<file path="src/rtl/fetch_pkg.sv">
// Shared types and constants for the instruction fetch stage.
package fetch_pkg;

  typedef struct packed {
    logic [31:0] pc;
    logic [31:0] instr;
  } fetch_pkt_t;

  localparam logic [31:0] NOP_INSTR   = 32'h0000_0013;
  localparam logic [31:0] INSTR_BYTES = 32'd4;

  // Sequential successor of a word address, wrapping at the end of instruction memory.
  function automatic logic [31:0] next_pc(input logic [31:0] pc, input logic [31:0] mem_bytes);
    logic [31:0] sum;
    sum = (pc + INSTR_BYTES) % mem_bytes;
    return sum & 32'hFFFF_FFFC;
  endfunction

endpackage

</file>
<file path="src/rtl/fetch_skid_fifo.sv">
// Two-entry packet FIFO between the memory response and the decode handshake.
module fetch_skid_fifo
  import fetch_pkg::*;
(
  input  logic       clk,
  input  logic       rst,
  input  logic       push,
  input  fetch_pkt_t push_pkt,
  input  logic       pop,
  input  logic       flush,
  output logic [1:0] count,
  output fetch_pkt_t head
);

  fetch_pkt_t mem_q [2];
  logic       rd_ptr_q;
  logic       wr_ptr_q;
  logic [1:0] count_q;

  // Flush wins over push/pop; storage is cleared only on reset so head reads 0 afterwards.
  always_ff @(posedge clk) begin
    if (rst) begin
      mem_q[0] <= '0;
      mem_q[1] <= '0;
      rd_ptr_q <= 1'b0;
      wr_ptr_q <= 1'b0;
      count_q  <= 2'd0;
    end else if (flush) begin
      rd_ptr_q <= 1'b0;
      wr_ptr_q <= 1'b0;
      count_q  <= 2'd0;
    end else begin
      if (push) begin
        mem_q[wr_ptr_q] <= push_pkt;
        wr_ptr_q        <= ~wr_ptr_q;
      end
      if (pop) begin
        rd_ptr_q <= ~rd_ptr_q;
      end
      count_q <= count_q + {1'b0, push} - {1'b0, pop};
    end
  end

  assign count = count_q;
  assign head  = mem_q[rd_ptr_q];

endmodule

</file>
<file path="src/rtl/instruction_fetch.sv">
// Fetch stage: owns the PC, hides the 1-cycle imem latency, handles redirects.
// Optional FETCH_MISALIGN_CHK_EN adds out_fault reporting for unaligned redirect targets.
module instruction_fetch
  import fetch_pkg::*;
#(
  parameter logic [31:0] RESET_PC   = 32'h0000_0000,
  parameter int unsigned IMEM_WORDS = 1024
) (
  input  logic        clk,
  input  logic        rst,
  output logic        imem_en,
  output logic [31:0] imem_addr,
  input  logic [31:0] imem_data,
  input  logic        redirect_valid,
  input  logic [31:0] redirect_pc,
  output logic        out_valid,
  input  logic        out_ready,
  output logic [31:0] out_pc,
  output logic [31:0] out_instr
`ifdef FETCH_MISALIGN_CHK_EN
  ,
  output logic        out_fault
`endif
);

  localparam logic [31:0] MemBytes = 32'(IMEM_WORDS * 4);

  logic [31:0] pc_next_q;
  logic        inflight_q;
  logic [31:0] inflight_pc_q;

  logic [1:0]  fifo_count;
  fetch_pkt_t  fifo_head;
  fetch_pkt_t  push_pkt;
  logic        fifo_nonempty;
  logic        fifo_push;
  logic        fifo_pop;
  logic        issue;
  logic [31:0] issue_pc;
  logic [31:0] redirect_target;
  logic        fault_redirect;
  logic        fault_active;
  logic        fault_pending;

  assign redirect_target = redirect_pc & 32'hFFFF_FFFC;
  assign fifo_nonempty   = (fifo_count != 2'd0);
  assign push_pkt        = '{pc: inflight_pc_q, instr: imem_data};

`ifdef FETCH_MISALIGN_CHK_EN
  logic        fault_q;
  logic        fault_done_q;
  logic [31:0] fault_pc_q;
  logic        fault_accept;

  assign fault_redirect = redirect_valid && (redirect_pc[1:0] != 2'b00);
  assign fault_active   = fault_q;
  assign fault_pending  = fault_q && !fault_done_q;
  assign fault_accept   = out_valid && out_ready && !fifo_nonempty && fault_pending;
  assign out_fault      = out_valid && !fifo_nonempty && fault_pending;

  // Fault is sticky until the next redirect (aligned clears it) or reset.
  always_ff @(posedge clk) begin
    if (rst) begin
      fault_q      <= 1'b0;
      fault_done_q <= 1'b0;
      fault_pc_q   <= 32'd0;
    end else if (redirect_valid) begin
      fault_q      <= fault_redirect;
      fault_done_q <= 1'b0;
      if (fault_redirect) begin
        fault_pc_q <= redirect_pc;
      end
    end else if (fault_accept) begin
      fault_done_q <= 1'b1;
    end
  end

  always_comb begin
    if (fifo_nonempty || !fault_pending) begin
      out_pc    = fifo_head.pc;
      out_instr = fifo_head.instr;
    end else begin
      out_pc    = fault_pc_q;
      out_instr = NOP_INSTR;
    end
  end
`else
  assign fault_redirect = 1'b0;
  assign fault_active   = 1'b0;
  assign fault_pending  = 1'b0;
  assign out_pc         = fifo_head.pc;
  assign out_instr      = fifo_head.instr;
`endif

  // Redirect beats issue and pop; the issue rule keeps one FIFO slot per in-flight request.
  always_comb begin
    out_valid = !rst && !redirect_valid && (fifo_nonempty || fault_pending);
    fifo_pop  = out_valid && out_ready && fifo_nonempty;
    fifo_push = inflight_q && !redirect_valid;
    if (redirect_valid) begin
      issue = !fault_redirect;
    end else begin
      issue = !fault_active &&
              ((({1'b0, fifo_count} + {2'b00, inflight_q}) < 3'd2) || fifo_pop);
    end
    issue    = issue && !rst;
    issue_pc = redirect_valid ? redirect_target : pc_next_q;
  end

  assign imem_en   = issue;
  assign imem_addr = issue_pc;

  always_ff @(posedge clk) begin
    if (rst) begin
      pc_next_q     <= RESET_PC;
      inflight_q    <= 1'b0;
      inflight_pc_q <= 32'd0;
    end else begin
      inflight_q <= issue;
      if (issue) begin
        inflight_pc_q <= issue_pc;
        pc_next_q     <= next_pc(issue_pc, MemBytes);
      end
    end
  end

  fetch_skid_fifo u_fifo (
    .clk      (clk),
    .rst      (rst),
    .push     (fifo_push),
    .push_pkt (push_pkt),
    .pop      (fifo_pop),
    .flush    (redirect_valid),
    .count    (fifo_count),
    .head     (fifo_head)
  );

endmodule

</file>
<file path="config.mk">
export PLATFORM = sky130hd
export DESIGN_NAME = instruction_fetch
export DESIGN_NICKNAME = d
export VERILOG_FILES = /design/src/rtl/fetch_pkg.sv /design/src/rtl/fetch_skid_fifo.sv /design/src/rtl/instruction_fetch.sv
export SDC_FILE = /design/constraint.sdc
export NUM_CORES = 1
export LEC_CHECK = 0
export ABC_AREA = 1
export ABC_CLOCK_PERIOD_IN_PS = 11800
export CAP_MARGIN = 20
export CELL_PAD_IN_SITES_DETAIL_PLACEMENT = 1
export CELL_PAD_IN_SITES_GLOBAL_PLACEMENT = 1
export CORE_ASPECT_RATIO = 2
export CORE_MARGIN = 2
export CORE_UTILIZATION = 44
export CTS_BUF_LIST = sky130_fd_sc_hd__clkbuf_8
export DETAILED_ROUTE_END_ITERATION = 8
export HOLD_SLACK_MARGIN = 0.08
export PLACE_DENSITY = 0.95
export SLEW_MARGIN = 20
export SYNTH_ARGS = -nofsm -noshare
export SYNTH_HDL_FRONTEND = slang
export SYNTH_HIERARCHICAL = 1
export SYNTH_SLANG_ARGS = --single-unit
export TNS_END_PERCENT = 1
</file>
<file path="constraint.sdc">
create_clock -name clk -period 11.8 [get_ports clk]
set_input_delay 3.54 -clock clk [delete_from_list [all_inputs] [get_ports clk]]
set_output_delay 3.54 -clock clk [all_outputs]
set_load 0.1 [all_outputs]
</file>
==> run metrics, run 1 <==
final period utilization=roughly 83%; P_leak=0.00389 uW; Nets=934; kind of cell adding the most delay to the critical path=buffers and inverters; register-to-register setup slack=8860 ps; relative contribution of combinational cells to total power=about a fifth; Worst path slowest cell=sky130_fd_sc_hd__clkdlybuf4s50_1; Fin Setup TNS=0 ps; global router's overall resource usage=approximately a fifth; final hold violations=0; area enclosed by the die boundary=approximately 0.019 mm^2; clock insertion delay at the later pin of the skew report=460 ps; post-CTS setup repair buffer count=0; htree depth=4; standard-cell row count=68; register clock-pin slew on the reported worst setup and hold paths=around 90 ps; post-cts gate resize count=0; number of pins exceeding their max-slew limit in the final report=0; kind of start point of the critical path=primary input; Multi-input gate area=roughly 0.0024 mm^2; number of buffers between clock root and the deepest sink=2; critical path endpoint=imem_en; pwr dens=139 mW/mm^2; share of total power in the clock network=29.8%; result of the run=completed; Final setup viols=0; Max FO, Critical Path=39; proportion of netlist area held by the largest area contributor=49.5%; Setup crit end kind=output pin; I/O pin total=166; cell area after synthesis=0.00777 mm^2; Slew headroom=28.8%; global-route wire length before repair=about 30,000 um; share of the core filled with cells=56.7%; overflow left after global routing=0; Layout Skew=13.5 ps; number of nets with antenna violations after detailed routing=0; CTS sink cnt=174; worst path arrival time=approximately 6300 ps; Placeable Area=0.0173 mm^2; post-synthesis cell type count=32; Tmin final=roughly 9800 ps; Reg area=between 0.004 and 0.005 mm^2; number of buffer cells added on primary ports=161; count of hold-fix buffers inserted at cts=0; setup repair after global routing missed its margin=no; first-pass iteration count of the detailed router=4; reg2reg end=u_fifo/mem_q[1][36]$_SDFFCE_PN0P_; Yosys warnings=6; data required time of the critical path=8260 ps; cell internal pwr=924 uW; largest cells by area after synthesis=sky130_fd_sc_hd__edfxtp_1 49%, sky130_fd_sc_hd__dfxtp_1 12%, sky130_fd_sc_hd__mux2_2 9.3%; Maximum Capacitance Violations=0; cell chain of the critical path=buf_2, nor2_4, nand2_2, nand2_2, inv_2, clkdlybuf4s50_1; crit path buf inv count=3; detailed-route vias per instance=5.08; DRC violations left=0; achievable frequency=102 MHz; Sw Share=32.4%; number of filler cells placed in the layout=1,845; largest net degree at the start of global routing=67; average detailed-routed wire length per instance=17.5 um; Net Sw Power=443 uW; initial standard-cell utilization of the core=45.0%; area delta synth->final=26.1%; maximum VDD drop=81.7 uV; type of the tightest min-delay check=reg2reg; floorplan die width=98.0 um; most frequent CP cell=sky130_fd_sc_hd__nand2_2; TritonCTS clock tree=yes; worst reg2reg path startpoint=inflight_q$_SDFF_PP0_; Synth area leader=sky130_fd_sc_hd__edfxtp_1; async set-or-reset flop fraction in the synthesized netlist=0%; Slew @ Worst Pin=between 1000 and 1500 ps; R2R depth=4; final weighted congestion of routability-driven global placement=0.833; Setup crit start=redirect_valid; maximum single-stage delay on the critical path=1180 ps; post-synthesis area per instance=~11 um^2; half-perimeter wire length of the detailed placement result=12,900 um; top_reg_cell synth=sky130_fd_sc_hd__edfxtp_1; first-iteration detailed-routing DRC count=156; critical path class=in2out; drt total wl=about 19,000 um; logic depth of the worst setup path including buffers=6; CTS buffer count=17; number of synthesized flops with an enable pin=128; Cells after Synth=713; via count of the first global-routing pass=5,915; proportion of synthesized chip area in sequential cells=61.3%; master cell of the clock root buffer=sky130_fd_sc_hd__clkbuf_8; sequential group share of total power=50.6%; initial antenna violation count=1; share of final-layout standard cells stronger than drive strength 1=19.9%; total vias in the final route=5,523; Die Y=192 um; flop and latch count out of synthesis=~170
per-stage QoR:
step / area (um^2) / cells / power [uW] / setup WS (ps) / hold slack (ps)
6_report: 9800 / 1087 / 1370 / 1980 / 460
5_1_grt: 9800 / 1087 / 1410 / 1810 / 472
4_1_cts: 9800 / 1086 / 1380 / 1930 / 463
3_5_place_dp: 9420 / 1054 / 974 / 1920 / 446
3_3_place_gp: 9420 / 1054 / 966 / 1970 / 433
2_1_floorplan: 7780 / 716 / 898 / 2200 / 419
power groups by stage:
stage                     sequential (uW)  clock [uW]  combinational [uW]
after floorplan                       702           0                 196
after detailed placement              706           0                 269
after global routing                  694         437                 280
after global placement                702           0                 264
after CTS                             692         420                 270
final                                 691         408                 268
cell families (layout without fill, tap and decap cells):
group,count (synthesis),in the layout,share of synthesized area [%]
AOI/OAI and AO/OA,39,39,2.74
adders and majority gates,3,3,0.483
buffers and inverters,141,301,8.87
DFF,174,174,61.3
muxes,64,64,9.27
other,1,5,0.0482
and+or+nand+nor,291,291,17.3
sequential cells by signal, indices dropped and copies added, names as in the netlist, named ones only:
| register | count |
|---|---|
| u_fifo/wr_ptr_q | 1 |
| u_fifo/mem_q | 128 |
| pc_next_q | 10 |
| u_fifo/rd_ptr_q | 1 |
| u_fifo/count | 2 |
| inflight_q | 1 |
| inflight_pc_q | 30 |
worst reg2reg max path, delay by kind of cell, from the launching register on:
kind / cells / cell delay [ps]
buf+inv: 1 / 40
flops: 1 / 350
simple gates: 3 / 2060
synthesized netlist by cell type (2+ instances only):
library cell and instances:
sky130_fd_sc_hd__nand2_4 7, sky130_fd_sc_hd__nand3_2 2, sky130_fd_sc_hd__nand2_1 105, sky130_fd_sc_hd__inv_1 101
sky130_fd_sc_hd__nor2_2 44, sky130_fd_sc_hd__o21ai_0 29, sky130_fd_sc_hd__a22o_1 2, sky130_fd_sc_hd__nand3_1 15
sky130_fd_sc_hd__nand2_2 6, sky130_fd_sc_hd__dfxtp_1 46, sky130_fd_sc_hd__inv_2 4, sky130_fd_sc_hd__edfxtp_1 128
sky130_fd_sc_hd__buf_6 11, sky130_fd_sc_hd__buf_2 10, sky130_fd_sc_hd__buf_4 12, sky130_fd_sc_hd__o21ai_1 4
sky130_fd_sc_hd__nor2_4 4, sky130_fd_sc_hd__nor2_1 103, sky130_fd_sc_hd__mux2_2 64, sky130_fd_sc_hd__ha_1 3
sky130_fd_sc_hd__o21ai_2 2
final cells by class:
type / count / share of cell area [%]
Clock buffer: 17 / 2.39
Clock inverter: 15 / 1.51
Tap cell: 210 / 2.68
Multi-Input combinational cell: 401 / 24.1
Sequential cell: 174 / 48.6
Timing Repair Buffer: 163 / 16.5
Inverter: 106 / 4.09
Antenna cell: 1 / 0.0255
worst min path at each step:
stage	from	end	slack, ps	cells past startpoint
after floorplan	inflight_pc_q[10]$_SDFFE_PP0P_	inflight_pc_q[10]$_SDFFE_PP0P_	420	2
after global placement	inflight_pc_q[10]$_SDFFE_PP0P_	inflight_pc_q[10]$_SDFFE_PP0P_	430	2
after detailed placement	pc_next_q[4]$_SDFFE_PP0P_	pc_next_q[4]$_SDFFE_PP0P_	450	2
after CTS	pc_next_q[4]$_SDFFE_PP0P_	pc_next_q[4]$_SDFFE_PP0P_	460	2
after global routing	pc_next_q[4]$_SDFFE_PP0P_	pc_next_q[4]$_SDFFE_PP0P_	470	2
final	inflight_pc_q[4]$_SDFFE_PP0P_	inflight_pc_q[4]$_SDFFE_PP0P_	460	2
per-layer routing:
metal / part of all wire [%] / GRT usage, % / vias up
met3: 3.0 / 3.35 / 44
met5: 0 / 0 / -
met2: 56 / 39.0 / 152
met4: 4.2 / 11.0 / 0
met1: 36 / 21.4 / 2749
li1: - / - / 2578
placed cells by master, fill, tap and decap left out, types with 10 or more instances in the layout:
| cell | synthesis | routed |
|---|---|---|
| sky130_fd_sc_hd__clkdlybuf4s50_1 | 0 | 160 |
| sky130_fd_sc_hd__edfxtp_1 | 128 | 128 |
| sky130_fd_sc_hd__nor2_1 | 103 | 103 |
| sky130_fd_sc_hd__nand2_1 | 105 | 102 |
| sky130_fd_sc_hd__inv_1 | 101 | 101 |
| sky130_fd_sc_hd__mux2_2 | 64 | 64 |
| sky130_fd_sc_hd__dfxtp_1 | 46 | 45 |
| sky130_fd_sc_hd__nor2_2 | 44 | 44 |
| sky130_fd_sc_hd__o21ai_0 | 29 | 29 |
| sky130_fd_sc_hd__clkbuf_8 | 0 | 17 |
| sky130_fd_sc_hd__nand3_1 | 15 | 14 |
| sky130_fd_sc_hd__nand2_4 | 7 | 10 |
Power figures use the tool's default switching activity.
==> inputs of run 2 (changes only) <==
Settings changed: ABC_CLOCK_PERIOD_IN_PS 11800 to 9400, CORE_UTILIZATION 44 to 41, PLACE_DENSITY 0.95 to 0.93.
Clock period 11.8 ns to 9.4 ns, I/O delays scaled along.
==> run 2 against run 1 <==
Sequential share of layout area down 0.31 points. Clock-buffer cell count stayed put. Highest routed layer unchanged. Via count decreased by 1.9%. Cell count up 4.0%. Die area grew 7.1%. Register-to-register slack got worse by 2400 ps. Critical endpoint is now imem_addr[6]. Sequential power is 25% higher. Clock skew grew 1.3 ps. Clock power is 31% higher. Total power is 27% higher. Non-clock buffer count is the same.
==> run metrics, run 2 (synthesis gave the netlist of run 1 again) <==
CTS buffer count=17 (unchanged); maximum VDD drop=86.9 uV (was 81.7 uV); first-pass iteration count of the detailed router=4 (unchanged); half-perimeter wire length of the detailed placement result=12,400 um (was 12,900 um); Setup crit end kind=output pin (unchanged); htree depth=4 (unchanged); post-CTS setup repair buffer count=0 (unchanged); register with the most flip-flops=u_fifo/mem_q (unchanged); largest net degree at the start of global routing=67 (unchanged); via count of the first global-routing pass=5,897 (was 5,915); antenna cells=0 (was 1); register clock-pin slew on the reported worst setup and hold paths=100 ps (was 90 ps); Layout Skew=14.8 ps (was 13.5 ps); total power draw=1740 uW (was 1370 uW); first-iteration detailed-routing DRC count=203 (was 156); Slew headroom=27.5% (was 28.8%); highest-count cells in the layout ignoring fill and taps=159 x sky130_fd_sc_hd__clkdlybuf4s50_1, 128 x sky130_fd_sc_hd__edfxtp_1, 103 x sky130_fd_sc_hd__nor2_1 (was 160 x sky130_fd_sc_hd__clkdlybuf4s50_1, 128 x sky130_fd_sc_hd__edfxtp_1, 103 x sky130_fd_sc_hd__nor2_1); area delta synth->final=26.9% (was 26.1%); maximum single-stage delay on the critical path=1190 ps (was 1180 ps); Nets=934 (unchanged); result of the run=completed (unchanged); most common library cell in the layout ignoring fill and taps=sky130_fd_sc_hd__clkdlybuf4s50_1 (unchanged); Maximum Capacitance Violations=0 (unchanged); post-cts gate resize count=0 (unchanged); I/O pin total=166 (unchanged); average detailed-routed wire length per instance=16.6 um (was 17.5 um); CTS sink cnt=174 (unchanged); number of filler cells placed in the layout=2,006 (was 1,845); DRC violations left=0 (unchanged); setup repair after global routing missed its margin=no (unchanged); data required time of the critical path=6580 ps (was 8260 ps); overflow left after global routing=0 (unchanged); Top Registers=u_fifo/mem_q (128), inflight_pc_q (30), pc_next_q (10) (unchanged); number of buffers between clock root and the deepest sink=2 (unchanged); TritonCTS clock tree=yes (unchanged); Placeable Area=0.0187 mm^2 (was 0.0173 mm^2); Tmin final=7940 ps; type of the tightest min-delay check=reg2reg (unchanged); final period utilization=84.5%; initial standard-cell utilization of the core=41.5% (was 45.0%); final weighted congestion of routability-driven global placement=0.864 (was 0.833); number of pins exceeding their max-slew limit in the final report=0 (unchanged); P_leak=0.00389 uW (about the same); global router's overall resource usage=19.2% (was 20.6%); total vias in the final route=5,419 (was 5,523); number of buffer cells added on primary ports=161 (unchanged); pwr dens=176 mW/mm^2 (was 139 mW/mm^2); Slew @ Worst Pin=1080 ps (was 1060 ps); Worst path slowest cell=sky130_fd_sc_hd__clkdlybuf4s50_1 (unchanged); floorplan die width=101 um (was 98.0 um); kind of start point of the critical path=primary input (unchanged); highest metal layer with signal wires=met4 (unchanged); M1 WL=6930 um (was 6920 um); Final setup viols=0 (unchanged); achievable frequency=126 MHz; clock insertion delay at the later pin of the skew report=470 ps (was 460 ps); Die Y=199 um (was 192 um); Max FO, Critical Path=39 (unchanged); Routed met2 length=10,800 um (was 10,700 um); initial antenna violation count=0 (was 1); Min-Delay Path Depth=2 (unchanged); detailed-route vias per instance=4.79 (was 5.08); share of final-layout standard cells stronger than drive strength 1=19.6% (was 19.9%); met3 routed WL=594 um (was 567 um); final hold violations=0 (unchanged); area enclosed by the die boundary=0.0201 mm^2 (was 0.0188 mm^2); worst path arrival time=5120 ps (was 6280 ps); number of flip-flops in the largest register=128 (unchanged); R2R depth=4 (unchanged); count of hold-fix buffers inserted at cts=0 (unchanged); standard-cell row count=71 (was 68); global-route wire length before repair=29,400 um (was 30,000 um); register-to-register setup slack=6460 ps (was 8860 ps); critical path class=in2out (unchanged); cell chain of the critical path=buf_2, nand2_1, o21ai_2, clkdlybuf4s50_1 (was buf_2, nor2_4, nand2_2, nand2_2, inv_2, clkdlybuf4s50_1); master cell of the clock root buffer=sky130_fd_sc_hd__clkbuf_8 (unchanged); drt total wl=18,800 um (was 19,000 um); number of nets with antenna violations after detailed routing=0 (unchanged); Fin Setup TNS=0 ps (unchanged)
run 2: area by class of cell:
type / count / area, um^2 / share of cell area [%]
flip-flops and latches: 174 / 4770 / 48.3
multi-input cells: 401 / 2360 / 24.0
repair buffers: 163 / 1620 / 16.4
inverters: 106 / 400 / 4.06
well taps: 255 / 319 / 3.24
clock buffers: 17 / 234 / 2.37
clock inverters: 15 / 159 / 1.61
run 2: where the power goes:
| group | switching (uW) | internal (uW) | total, uW |
|---|---|---|---|
| logic | 251 | 85.3 | 336 |
| registers | 11.4 | 856 | 867 |
| clock network | 294 | 240 | 534 |
| total | 556 | 1180 | 1740 |
run 2: per-layer routing:
metal	GRT usage, %	up-vias
li1	-	2578
met1	19.7	2678
met2	37.2	136
met3	3.27	27
met4	7.76	0
met5	0	-
run 2: worst max-delay path, delay by kind of cell:
kind | cells | cell delay [ps]
buf+inv | 2 | 1870
compound gates | 1 | 180
simple gates | 1 | 230
run 2: final timing paths:
| check | from | to |
|---|---|---|
| worst max-delay path | redirect_valid | imem_addr[6] |
| worst min-delay path | inflight_pc_q[10]$_SDFFE_PP0P_ | inflight_pc_q[10]$_SDFFE_PP0P_ |
| worst max register to register | inflight_q$_SDFF_PP0_ | u_fifo/mem_q[1][7]$_SDFFCE_PN0P_ |
| worst min register to register | inflight_pc_q[10]$_SDFFE_PP0P_ | inflight_pc_q[10]$_SDFFE_PP0P_ |
run 2: per-stage QoR:
stage                     cell area, um^2  hold WS, ps  utilization, %  setup slack [ps]  instances
final                                9860          458            52.6              1460       1131
after global routing                 9860          485            52.6              1300       1131
after CTS                            9860          462            52.6              1430       1131
after detailed placement             9470          442            50.5              1430       1099
after global placement               9470          433            50.5              1480       1099
after floorplan                      7780          419               -              1240        716
==> inputs of run 3 (changes only) <==
Settings changed: ABC_CLOCK_PERIOD_IN_PS 9400 to 7800.
Clock period 9.4 ns to 7.8 ns, I/O delays scaled along.
==> run 3 against run 2 <==
Global-route usage grew 0.28 points. Combinational power up 19%. Via count shrank 1.0%. Design area decreased by 0.71%. Non-clock buffer count increased by 1.
==> run metrics, run 3 (synthesis gave the netlist of run 1 again) <==
P_leak=0.00396 uW (was 0.00389 uW); Max FO, Critical Path=32 (was 39); register with the most flip-flops=u_fifo/mem_q (unchanged); standard-cell row count=71 (unchanged); htree depth=4 (unchanged); I/O pin total=166 (unchanged); kind of start point of the critical path=primary input (unchanged); Tmin final=roughly 6500 ps; number of pins exceeding their max-slew limit in the final report=0 (unchanged); met1 demand-to-capacity share in global routing=19.9% (was 19.7%); Placeable Area=0.0187 mm^2 (unchanged); total vias in the final route=5,364 (was 5,419); number of flip-flops in the largest register=128 (unchanged); antenna cells=0 (unchanged); data required time of the critical path=5460 ps (was 6580 ps); maximum VDD drop=99.3 uV (was 86.9 uV); half-perimeter wire length of the detailed placement result=12,900 um (was 12,400 um); average detailed-routed wire length per instance=16.8 um (was 16.6 um); largest net degree at the start of global routing=67 (unchanged); critical path class=in2out (unchanged); TritonCTS clock tree=yes (unchanged); Top Registers=u_fifo/mem_q (128), inflight_pc_q (30), pc_next_q (10) (unchanged); final weighted congestion of routability-driven global placement=0.867 (was 0.864); met3 track demand over resource in global routing=2.71% (was 3.27%); area delta synth->final=26.0% (was 26.9%); floorplan die width=101 um (unchanged); worst path arrival time=4110 ps (was 5120 ps); number of filler cells placed in the layout=2,057 (was 2,006); count of hold-fix buffers inserted at cts=0 (unchanged); setup slack after placement=1320 ps (was 1430 ps); number of non-filler instances in the completed layout=1,132 (was 1,131); global router's overall resource usage=19.5% (was 19.2%); highest-count cells in the layout ignoring fill and taps=128 x sky130_fd_sc_hd__clkdlybuf4s50_1, 128 x sky130_fd_sc_hd__edfxtp_1, 103 x sky130_fd_sc_hd__nor2_1 (was 159 x sky130_fd_sc_hd__clkdlybuf4s50_1, 128 x sky130_fd_sc_hd__edfxtp_1, 103 x sky130_fd_sc_hd__nor2_1); clock insertion delay at the later pin of the skew report=450 ps (was 470 ps); number of nets with antenna violations after detailed routing=0 (unchanged); Setup WS post-layout=1350 ps (was 1460 ps); initial standard-cell utilization of the core=41.5% (unchanged); Slew @ Worst Pin=1100 ps (was 1080 ps); Fin Setup TNS=0 ps (unchanged); share of final-layout standard cells stronger than drive strength 1=23.6% (was 19.6%); global-route wire length before repair=29,800 um (was 29,400 um); register clock-pin slew on the reported worst setup and hold paths=90 ps (was 100 ps); via count of the first global-routing pass=5,972 (was 5,897); Multi-input gate area=0.00236 mm^2 (unchanged); final period utilization=82.7%; total power draw=2070 uW (was 1740 uW); setup repair after global routing missed its margin=no (unchanged); Final setup viols=0 (unchanged); first-iteration detailed-routing DRC count=149 (was 203); first-pass iteration count of the detailed router=4 (unchanged); detailed-route vias per instance=4.74 (was 4.79); initial antenna violation count=0 (unchanged); Layout Skew=11.8 ps (was 14.8 ps); Nets=935 (was 934); CTS buffer count=17 (unchanged); master cell of the clock root buffer=sky130_fd_sc_hd__clkbuf_8 (unchanged); result of the run=completed (unchanged); layer with the highest usage after global routing=met2 (unchanged); CTS sink cnt=174 (unchanged); post-CTS setup repair buffer count=0 (unchanged); Die Y=199 um (unchanged); Reg area=0.00477 mm^2 (about the same); drt total wl=19,000 um (was 18,800 um); GR Util met2=37.7% (was 37.2%); Maximum Capacitance Violations=0 (unchanged); overflow left after global routing=0 (unchanged); DRC violations left=0 (unchanged); Setup crit end kind=output pin (unchanged); area enclosed by the die boundary=0.0201 mm^2 (unchanged); type of the tightest min-delay check=reg2reg (unchanged); Slew headroom=26.6% (was 27.5%); number of buffer cells added on primary ports=161 (unchanged); pwr dens=212 mW/mm^2 (was 176 mW/mm^2); post-cts gate resize count=0 (unchanged); final hold violations=0 (unchanged); number of buffers between clock root and the deepest sink=2 (unchanged); post-placement cell count=1,100 (was 1,099); achievable frequency=155 MHz
-- run 3: cell types whose count changed in the layout (fill, tap and decap cells not counted), moves of 4 or more --
cell / change
sky130_fd_sc_hd__clkdlybuf4s50_1: -31
sky130_fd_sc_hd__clkinv_1: -4
sky130_fd_sc_hd__buf_4: +32
sky130_fd_sc_hd__clkinv_2: +4
-- run 3: final timing paths --
check,start,endpoint,slack [ps],depth (start not counted)
worst max-delay path,rst,imem_en,1350,5
worst min-delay path,pc_next_q[7]$_SDFFE_PP0P_,pc_next_q[7]$_SDFFE_PP0P_,460,2
worst max register to register,inflight_q$_SDFF_PP0_,u_fifo/mem_q[0][5]$_SDFFCE_PN0P_,4890,6
worst min register to register,pc_next_q[7]$_SDFFE_PP0P_,pc_next_q[7]$_SDFFE_PP0P_,460,2
-- run 3: worst max-delay path, cell delays in order --
cell and delay [ps]:
sky130_fd_sc_hd__clkdlybuf4s50_1 640, sky130_fd_sc_hd__inv_1 130, sky130_fd_sc_hd__nand2_2 460, sky130_fd_sc_hd__inv_2 230, sky130_fd_sc_hd__buf_4 290
-- run 3: per-layer routing --
metal / part of all wire [%] / routed length (um)
met4: 2.9 / 543
met2: 58 / 10900
met3: 2.5 / 467
met1: 37 / 7040
met5: 0 / 0
-- run 3: where the power goes --
group | internal [uW] | leakage [uW] | switching [uW] | total [uW]
Combinational | 99.6 | 0.00204 | 302 | 401
Clock | 294 | 0.000211 | 333 | 627
Sequential | 1030 | 0.00171 | 14.2 | 1050
Total | 1430 | 0.00396 | 649 | 2070
-- run 3: area by class of cell --
class | instances | share of cell area, %
clock inverters | 14 | 1.46
clock buffers | 18 | 2.53
flip-flops and latches | 174 | 48.7
well taps | 255 | 3.26
multi-input cells | 401 | 24.2
repair buffers | 164 | 15.8
inverters | 106 | 4.09
-- run 3: per-stage QoR --
step	util [%]	hold slack, ps	instance area (um^2)
2_1_floorplan	-	419	7780
3_3_place_gp	50.1	432	9400
3_5_place_dp	50.1	446	9400
4_1_cts	52.2	466	9790
5_1_grt	52.2	489	9790
6_report	52.2	460	9790
